## src/rtl/regfile_write_arbiter_pkg.sv

```systemverilog
//------------------------------------------------------------------------------
// Module  : regfile_write_arbiter_pkg
// Brief   : Shared register-file constants and helpers for the write arbiter.
// Revision: 1.0
//------------------------------------------------------------------------------
`default_nettype none

package regfile_write_arbiter_pkg;

    localparam int RF_ADDR_W   = 5;
    localparam int RF_DATA_W   = 32;
    localparam int RF_ZERO_REG = 0;

    // Pointer width for an arbiter over n requesters (n >= 2).
    function automatic int idxWidth(input int n);
        return (n <= 2) ? 1 : $clog2(n);
    endfunction

endpackage

`default_nettype wire

```

## src/rtl/regfile_write_arbiter_if.sv

```systemverilog
//------------------------------------------------------------------------------
// Module  : regfile_write_arbiter_if
// Brief   : Writeback request bus plus regfile write/read ports of the arbiter.
// Revision: 1.0
//------------------------------------------------------------------------------
`default_nettype none

interface regfile_write_arbiter_if #(
    parameter int NUM_REQ = 3,
    parameter int DATA_W  = 32,
    parameter int ADDR_W  = 5
);
    logic [NUM_REQ-1:0]        req_valid;
    logic [NUM_REQ*ADDR_W-1:0] req_reg;
    logic [NUM_REQ*DATA_W-1:0] req_data;
    logic [NUM_REQ-1:0]        req_ready;
    logic                      wb_stall;
    logic                      ctrl_writeEnable;
    logic [ADDR_W-1:0]         ctrl_writeReg;
    logic [DATA_W-1:0]         data_writeReg;
    logic [ADDR_W-1:0]         ctrl_readRegA;
    logic [ADDR_W-1:0]         ctrl_readRegB;
    logic [DATA_W-1:0]         rf_readRegA;
    logic [DATA_W-1:0]         rf_readRegB;
    logic [DATA_W-1:0]         data_readRegA;
    logic [DATA_W-1:0]         data_readRegB;

    modport master (
        output req_valid, req_reg, req_data, wb_stall,
        output ctrl_readRegA, ctrl_readRegB, rf_readRegA, rf_readRegB,
        input  req_ready, ctrl_writeEnable, ctrl_writeReg, data_writeReg,
        input  data_readRegA, data_readRegB
    );

    modport slave (
        input  req_valid, req_reg, req_data, wb_stall,
        input  ctrl_readRegA, ctrl_readRegB, rf_readRegA, rf_readRegB,
        output req_ready, ctrl_writeEnable, ctrl_writeReg, data_writeReg,
        output data_readRegA, data_readRegB
    );
endinterface

`default_nettype wire

```

## src/rtl/regfile_write_arbiter_rr_priority_pick.sv

```systemverilog
//------------------------------------------------------------------------------
// Module  : rr_priority_pick
// Brief   : Combinational rotating-priority picker: first valid at or after ptr.
// Revision: 1.0
//------------------------------------------------------------------------------
`default_nettype none

module rr_priority_pick #(
    parameter int N     = 3,
    parameter int IDX_W = 2
) (
    input  wire logic [N-1:0]     valid,
    input  wire logic [IDX_W-1:0] ptr,
    output logic      [N-1:0]     grant,
    output logic      [IDX_W-1:0] grantIdx,
    output logic                  anyGrant
);

    always_comb begin
        int unsigned       sum;
        logic [IDX_W-1:0]  idx;
        grant    = '0;
        grantIdx = '0;
        anyGrant = 1'b0;
        sum      = 0;
        idx      = '0;
        for (int k = 0; k < N; k++) begin
            sum = 32'(ptr) + 32'(k);
            if (sum >= 32'(N)) begin
                sum = sum - 32'(N);
            end
            idx = IDX_W'(sum);
            if (!anyGrant && valid[idx]) begin
                grant[idx] = 1'b1;
                grantIdx   = idx;
                anyGrant   = 1'b1;
            end
        end
    end

endmodule

`default_nettype wire

```

## src/rtl/regfile_write_arbiter.sv

```systemverilog
//------------------------------------------------------------------------------
// Module  : regfile_write_arbiter
// Brief   : Round-robin arbiter for the single regfile write port, one-cycle
//           registered write; optional write-to-read bypass via RF_ARB_BYPASS_EN.
// Revision: 1.0
//------------------------------------------------------------------------------
`default_nettype none

module regfile_write_arbiter
    import regfile_write_arbiter_pkg::*;
#(
    parameter int NUM_REQ = 3,
    parameter int DATA_W  = RF_DATA_W,
    parameter int ADDR_W  = RF_ADDR_W
) (
    input wire logic              clock,
    input wire logic              ctrl_reset,
    regfile_write_arbiter_if.slave bus
);

    localparam int IDX_W = idxWidth(NUM_REQ);
    localparam logic [IDX_W-1:0]  C_LAST_IDX = IDX_W'(NUM_REQ - 1);
    localparam logic [ADDR_W-1:0] C_ZERO_REG = ADDR_W'(RF_ZERO_REG);

    logic [NUM_REQ-1:0] w_grant;
    logic [IDX_W-1:0]   w_grantIdx;
    logic               w_anyGrant;
    logic               w_accept;
    logic [IDX_W-1:0]   w_ptrNext;
    logic [ADDR_W-1:0]  w_selReg;
    logic [DATA_W-1:0]  w_selData;

    logic [IDX_W-1:0]   r_ptr;
    logic               r_writeEnable;
    logic [ADDR_W-1:0]  r_writeReg;
    logic [DATA_W-1:0]  r_writeData;

    rr_priority_pick #(
        .N     (NUM_REQ),
        .IDX_W (IDX_W)
    ) u_pick (
        .valid    (bus.req_valid),
        .ptr      (r_ptr),
        .grant    (w_grant),
        .grantIdx (w_grantIdx),
        .anyGrant (w_anyGrant)
    );

    // Reset also blocks accepts so an in-flight request must be re-held.
    assign w_accept      = w_anyGrant & ~bus.wb_stall & ~ctrl_reset;
    assign bus.req_ready = w_accept ? w_grant : '0;

    assign w_ptrNext = (w_grantIdx == C_LAST_IDX) ? '0 : w_grantIdx + 1'b1;
    assign w_selReg  = bus.req_reg[w_grantIdx*ADDR_W +: ADDR_W];
    assign w_selData = bus.req_data[w_grantIdx*DATA_W +: DATA_W];

    always_ff @(posedge clock) begin
        if (ctrl_reset) begin
            r_ptr         <= '0;
            r_writeEnable <= 1'b0;
            r_writeReg    <= '0;
            r_writeData   <= '0;
        end else if (w_accept) begin
            r_ptr         <= w_ptrNext;
            // Writes to the zero register are consumed but never committed.
            r_writeEnable <= (w_selReg != C_ZERO_REG);
            r_writeReg    <= w_selReg;
            r_writeData   <= w_selData;
        end else begin
            r_writeEnable <= 1'b0;
        end
    end

    assign bus.ctrl_writeEnable = r_writeEnable;
    assign bus.ctrl_writeReg    = r_writeReg;
    assign bus.data_writeReg    = r_writeData;

`ifdef RF_ARB_BYPASS_EN
    logic w_hitA;
    logic w_hitB;

    // Forward the write committing this cycle to the datapath readers.
    assign w_hitA = r_writeEnable && (r_writeReg == bus.ctrl_readRegA) && (bus.ctrl_readRegA != C_ZERO_REG);
    assign w_hitB = r_writeEnable && (r_writeReg == bus.ctrl_readRegB) && (bus.ctrl_readRegB != C_ZERO_REG);

    assign bus.data_readRegA = w_hitA ? r_writeData : bus.rf_readRegA;
    assign bus.data_readRegB = w_hitB ? r_writeData : bus.rf_readRegB;
`else
    logic w_unusedReadIdx;

    assign w_unusedReadIdx   = ^{bus.ctrl_readRegA, bus.ctrl_readRegB};
    assign bus.data_readRegA = bus.rf_readRegA;
    assign bus.data_readRegB = bus.rf_readRegB;
`endif

endmodule

`default_nettype wire

```

## src/flat_wrapper.sv

```systemverilog
// flat-port wrapper written by rule: the top's interface ports become plain ports
module regfile_write_arbiter_flat import regfile_write_arbiter_pkg::*;
#(
    parameter int NUM_REQ = 3,
    parameter int DATA_W  = RF_DATA_W,
    parameter int ADDR_W  = RF_ADDR_W
)
  (clock, ctrl_reset, bus_req_valid, bus_req_reg, bus_req_data, bus_wb_stall, bus_ctrl_readRegA, bus_ctrl_readRegB, bus_rf_readRegA, bus_rf_readRegB, bus_req_ready, bus_ctrl_writeEnable, bus_ctrl_writeReg, bus_data_writeReg, bus_data_readRegA, bus_data_readRegB);
  regfile_write_arbiter_if #(.NUM_REQ(NUM_REQ), .DATA_W(DATA_W), .ADDR_W(ADDR_W)) bus_i ();
  input wire logic clock;
  input wire logic ctrl_reset;
  input wire logic [$bits(bus_i.req_valid)-1:0] bus_req_valid;
  input wire logic [$bits(bus_i.req_reg)-1:0] bus_req_reg;
  input wire logic [$bits(bus_i.req_data)-1:0] bus_req_data;
  input wire logic [$bits(bus_i.wb_stall)-1:0] bus_wb_stall;
  input wire logic [$bits(bus_i.ctrl_readRegA)-1:0] bus_ctrl_readRegA;
  input wire logic [$bits(bus_i.ctrl_readRegB)-1:0] bus_ctrl_readRegB;
  input wire logic [$bits(bus_i.rf_readRegA)-1:0] bus_rf_readRegA;
  input wire logic [$bits(bus_i.rf_readRegB)-1:0] bus_rf_readRegB;
  output wire logic [$bits(bus_i.req_ready)-1:0] bus_req_ready;
  output wire logic [$bits(bus_i.ctrl_writeEnable)-1:0] bus_ctrl_writeEnable;
  output wire logic [$bits(bus_i.ctrl_writeReg)-1:0] bus_ctrl_writeReg;
  output wire logic [$bits(bus_i.data_writeReg)-1:0] bus_data_writeReg;
  output wire logic [$bits(bus_i.data_readRegA)-1:0] bus_data_readRegA;
  output wire logic [$bits(bus_i.data_readRegB)-1:0] bus_data_readRegB;
  assign bus_i.req_valid = bus_req_valid;
  assign bus_i.req_reg = bus_req_reg;
  assign bus_i.req_data = bus_req_data;
  assign bus_i.wb_stall = bus_wb_stall;
  assign bus_i.ctrl_readRegA = bus_ctrl_readRegA;
  assign bus_i.ctrl_readRegB = bus_ctrl_readRegB;
  assign bus_i.rf_readRegA = bus_rf_readRegA;
  assign bus_i.rf_readRegB = bus_rf_readRegB;
  assign bus_req_ready = bus_i.req_ready;
  assign bus_ctrl_writeEnable = bus_i.ctrl_writeEnable;
  assign bus_ctrl_writeReg = bus_i.ctrl_writeReg;
  assign bus_data_writeReg = bus_i.data_writeReg;
  assign bus_data_readRegA = bus_i.data_readRegA;
  assign bus_data_readRegB = bus_i.data_readRegB;
  regfile_write_arbiter #(.NUM_REQ(NUM_REQ), .DATA_W(DATA_W), .ADDR_W(ADDR_W)) u_core (.clock(clock), .ctrl_reset(ctrl_reset), .bus(bus_i));
endmodule
```

## config.mk

```make
export PLATFORM = sky130hd
export DESIGN_NAME = regfile_write_arbiter_flat
export DESIGN_NICKNAME = d
export VERILOG_FILES = /design/src/rtl/regfile_write_arbiter_pkg.sv /design/src/rtl/regfile_write_arbiter_if.sv /design/src/rtl/regfile_write_arbiter_rr_priority_pick.sv /design/src/rtl/regfile_write_arbiter.sv /design/src/flat_wrapper.sv
export SDC_FILE = /design/constraint.sdc
export NUM_CORES = 1
export LEC_CHECK = 0
export ABC_AREA = 1
export CAP_MARGIN = 25
export CORE_AREA = 2 2 115 117
export DETAILED_ROUTE_END_ITERATION = 10
export DIE_AREA = 0 0 117 119
export PLACE_DENSITY = 0.67
export SLEW_MARGIN = 20
export SYNTH_ARGS = -nofsm -noshare
export SYNTH_HDL_FRONTEND = slang
export SYNTH_SLANG_ARGS = --single-unit
```

## constraint.sdc

```tcl
create_clock -name clock -period 4.31 [get_ports clock]
set_input_delay 0.862 -clock clock [delete_from_list [all_inputs] [get_ports clock]]
set_output_delay 0.862 -clock clock [all_outputs]
set_load 0.005 [all_outputs]
```

Word level (Yosys, flattened, before mapping)
Index checks and enable logic that the tools add are counted.
- $add $sub $neg: 6
- $mul: 1
- order comparisons: 9
- eq/ne operators: 1
- shifts and indexed selects: 2
- mux-type cells: 26
- bitwise gates (word level): 7
- reductions and logical operators: 9
- operator list (cell ; count):
    $shiftx 96x8->32 ; 1
    $shiftx 15x6->5 ; 1
    $mux 2 ; 7
    $mux 3 ; 4
    $lt 2x3->1 const B ; 3
    $mux 1 ; 9
    $bmux 1 s2 ; 3
    $demux 1 s2 ; 3
    $ge 2x1->1 const B ; 3
    $ge 3x2->1 const B ; 2
    $or 3x3->3 ; 2
    $sub 2x2->2 const B ; 3
    $logic_and 1x1->1 ; 5
    $mul 2x3->5 const B ; 1
    $reduce_bool 5->1 ; 1
    $add 2x1->3 const B ; 1
    $add 2x2->3 const B ; 1
    $not 1->1 ; 3
    $add 2x1->2 const B ; 1
    $and 1x1->1 ; 2
    $eq 2x2->1 const B ; 1
    $ge 2x2->1 const B ; 1
    $logic_not 1->1 ; 2
    $reduce_or 2->1 ; 1
- bits in registers: 40
- output and inout bits: 105

Longest topological paths before layout
- word-level depth: 15
- depth in mapped cells: 18
- mapped depth without buffers: 17

By module
A second synthesis with hierarchy kept.
- cells, all modules: 486
- area, all modules: 2991.6 um^2
- by module, submodules not included (module ; instances ; cells an instance ; area each (um^2) ; seq. area each (um^2)):
    regfile_write_arbiter ; 1 ; 422 ; 2658.8 ; 800.8
    rr_priority_pick ; 1 ; 64 ; 332.8 ; 0.0

Least setup slack after synthesis
OpenSTA, ideal clock, no wires.
- kind: input to output
- from: input port bus_req_valid[2]
- to: output port bus_req_ready[1]
- arrival time: 1.843 ns
- required time: 3.448 ns
- path slack: 1.605 ns
- cell stages on the path: 9
- path buffers: 1
- cells stage by stage: inv_1 -> o21ai_2 -> nand2_4 -> nand2_2 -> o21ai_4 -> nor2_4 -> inv_4 -> buf_2 -> a21oi_1
- cells in the longest elaborated chain, start to end: 12
- elaborated cells on any way between the ends: 21
- RTL lines (item ; line ; text):
    start, declared ; flat_wrapper.sv:12 ; input wire logic [$bits(bus_i.req_valid)-1:0] bus_req_valid;
    $bmux 1 s2 ; regfile_write_arbiter_rr_priority_pick.sv:33 ; if (!anyGrant && valid[idx]) begin
    $mux 1 (implied by the code) ; regfile_write_arbiter_rr_priority_pick.sv:33 ;
    $mux 1 ; regfile_write_arbiter_rr_priority_pick.sv:33 ;
    $logic_not 1->1 ; regfile_write_arbiter_rr_priority_pick.sv:33 ;
    $logic_and 1x1->1 ; regfile_write_arbiter_rr_priority_pick.sv:33 ;
    $mux 1 ; regfile_write_arbiter_rr_priority_pick.sv:33 ;
    $logic_not 1->1 ; regfile_write_arbiter_rr_priority_pick.sv:33 ;
    $logic_and 1x1->1 ; regfile_write_arbiter_rr_priority_pick.sv:33 ;
    $mux 1 ; regfile_write_arbiter_rr_priority_pick.sv:33 ;
    $and 1x1->1 (2 in series) ; regfile_write_arbiter.sv:50 ; assign w_accept = w_anyGrant & ~bus.wb_stall & ~ctrl_reset;
    $mux 3 (*) ; regfile_write_arbiter.sv:51 ; assign bus.req_ready = w_accept ? w_grant : '0;
    end, declared ; flat_wrapper.sv:20 ; output wire logic [$bits(bus_i.req_ready)-1:0] bus_req_ready;
Mark *: on every way between the ends. The rest lies on a longest branch, timed or not. The select of a mux whose other input is x is not followed.

Final worst setup path
- from: input port bus_req_valid[2]
- to: output port bus_req_ready[2]
Same word-level chain as after synthesis.

==> results.toml <==
[synth]
syn_area_per_cell_sq_um = 7.23
synth_area_leaders = "dfxtp_1, buf_4, nand2_1"
yosys_warnings = 0
yosysSeqAreaShare = 0.269
synth_area_leader_cell = "dfxtp_1"
synth_top_area_frac = 0.269
netlist_area_sq_mm = 0.00298
synth_cell_types = 34
ys_ff_latch = 40
synth_fp_nets = 607
syn_inst = 412

[floorplan]
start_util = 0.231
die_w_microns = 117
die_h_microns = 119
die-area_sq_mm = 0.0139
rows = 42
core-area_sq_mm = 0.0129
num_io_pins = 296

[setup_path]
critPathTopFamily = "buffers and inverters"
critPathKind = "in2out"
path_buf_inv = 4
critPathSlowestCell = "clkdlybuf4s50_1"
crit_fanout = 25
crit_chain = "clkdlybuf4s50_1, inv_1, o21ai_1, nand2_1, nand2_2, o21ai_4, nor2_4, inv_4, a21oi_1, clkdlybuf4s50_1"
endpoint_kind = "primary output"
critPathRequiredTime_ns = 3.45
startpoint_type = "input pin"
cpPeakStageDelay_ns = 0.53
arrival_ns = 2.99
crit_path_frequent_cell = "clkdlybuf4s50_1"

[power]
leakage_nw = 1.60
power_density_mw_per_mm2 = 337
ir_drop_uv = 150
p_total_mw = 1.47

[placement]
dp_hpwl_microns = 7490
portBuffers = 157
gp_congestion = 0.882

[sta]
finalCritPeriodShare = 0.895
tns_ns = 0
finalSetupViolations = 0
rsz0062_at_grt = "no"
hold_violations = 0
finalCriticalPeriod_ns = 3.86
fin_skew_ns = 0.00349
slew_violations = 0
max_freq_ghz = 0.259
tightestPinTransition_ns = 0.627
slew_headroom = 0.582

[grt]
grt_use_total = 0.138
grt_overflow = 0
grt_pass1_wl_microns = 15100
grt_pass1_vias = 3104
antenna_found_initial = 0
grt_start_max_net_pins = 40

[clocking]
cts_setup_buffers = 0
h-tree-depth = 2
numClockSinks = 40
cts_buffers = 5
cts_root_buf = "clkbuf_16"
clkTransAtPathRegs_ns = 0.06
clkLatencyLatePin_ns = 0.28
cts_resized = 0
clk_path_buf_depth = 2
cts_hold_buf = 0
cts_tree = "built"

[route]
drt_pass1_iterations = 4
viasPerCell = 4.59
vias = 3084
drtIter0Drc = 167
wl_microns = 10100
wire_per_inst_microns = 15.0
ant_nets = 0
drc = 0

[min_path]
holdCritPathClass = "reg2reg"

[finish]
layout_common_cells = "clkdlybuf4s50_1, nand2_1, dfxtp_1, a31oi_1, o211ai_1"
diodes = 0
final_common_cell = "clkdlybuf4s50_1"
area_growth_pct = 46.0
layout-drive-gt1-share = 0.0988
final_nets = 690

[run]
drv_cap = 0

[run_status]
status = "completed"
## cells in the mapped netlist
| master | n |
|---|---|
| a21oi_1 | 10 |
| a22oi_1 | 1 |
| a31oi_1 | 34 |
| buf_2 | 9 |
| buf_4 | 65 |
| buf_6 | 5 |
| clkbuf_1 | 6 |
| dfxtp_1 | 40 |
| ha_1 | 4 |
| inv_1 | 26 |
| inv_2 | 5 |
| inv_4 | 1 |
| nand2_1 | 94 |
| nand2_2 | 4 |
| nand2_4 | 2 |
| nand3_1 | 15 |
| nand3_2 | 2 |
| nand3b_1 | 4 |
| nand4_1 | 1 |
| nand4_2 | 1 |
| nor2_1 | 4 |
| nor2_4 | 2 |
| nor2_8 | 1 |
| nor3_1 | 1 |
| o2111ai_1 | 1 |
| o211ai_1 | 32 |
| o21ai_0 | 5 |
| o21ai_1 | 2 |
| o21ai_2 | 1 |
| o21ai_4 | 1 |
| o22ai_1 | 1 |
| or2_0 | 3 |
| or2_1 | 12 |
| or2_2 | 17 |
## through the flow
step           hold slack [ns]  area [sq um]  std cells  setup slack, ns  utilization
6_report                 0.489          4350        672            0.454        0.338
4_1_cts                  0.491          4350        672            0.506        0.338
3_3_place_gp             0.475          4180        664            0.559        0.325
5_1_grt                  0.507          4350        672            0.301        0.338
3_5_place_dp             0.476          4180        664            0.511        0.325
2_1_floorplan            0.478          2980        412             1.61            -
## logic make-up (layout without fill, tap and decap cells)
| family | Yosys count | after routing | synth area share |
|---|---|---|---|
| adders and majority gates | 4 | 4 | 0.0168 |
| buffers and inverters | 117 | 201 | 0.247 |
| AOI/OAI and AO/OA | 88 | 88 | 0.197 |
| DFF | 40 | 40 | 0.269 |
| and+or+nand+nor | 163 | 163 | 0.271 |
## report_power, final
| part | switching [mW] | total, mW | internal [mW] |
|---|---|---|---|
| Sequential | 0.0275 | 0.447 | 0.419 |
| Combinational | 0.299 | 0.593 | 0.294 |
| Clock | 0.152 | 0.425 | 0.273 |
## final cells by class
| type | instances | area (sq um) |
|---|---|---|
| Fill cell | 1363 | 8530 |
| Timing Repair Buffer | 161 | 1600 |
| Multi-Input combinational cell | 255 | 1440 |
| Sequential cell | 40 | 801 |
| Tap cell | 176 | 220 |
| Clock buffer | 6 | 129 |
| Inverter | 32 | 123 |
| Clock inverter | 2 | 35.0 |
## sequential cells by signal, summed over array words and instances (netlist names)
signal,flops
u_core.bus.data_writeReg,32
u_core.bus.ctrl_writeReg,5
u_core.bus.ctrl_writeEnable,1
u_core.r_ptr,2
## final timing paths
check,startpoint,to,slack [ns],cells past startpoint
worst max register to register,u_core.r_ptr[0]$_SDFFE_PP0P_,u_core.bus.data_writeReg[7]$_SDFFE_PP0P_,1.12,15
worst max-delay path,bus_req_valid[2],bus_req_ready[2],0.45,10
worst min-delay path,u_core.bus.data_writeReg[30]$_SDFFE_PP0P_,u_core.bus.data_writeReg[30]$_SDFFE_PP0P_,0.49,2
worst min register to register,u_core.bus.data_writeReg[30]$_SDFFE_PP0P_,u_core.bus.data_writeReg[30]$_SDFFE_PP0P_,0.49,2
## per-layer routing
| layer | share of wire | track usage |
|---|---|---|
| met5 | 0 | 0 |
| met4 | 0.048 | 0.0816 |
| met3 | 0.073 | 0.0290 |
| met2 | 0.49 | 0.239 |
| met1 | 0.39 | 0.153 |
## worst reg2reg max path: cells and delay by family, from the launching register on
family	cells	cell delay [ns]
buffers and inverters	5	0.97
flip-flops	1	0.38
AND/OR/NAND/NOR	6	0.98
adder cells (fa/ha/maj)	1	0.39
AO/OA/AOI/OAI	3	0.41
No activity file was read; power rests on OpenSTA's default activity.
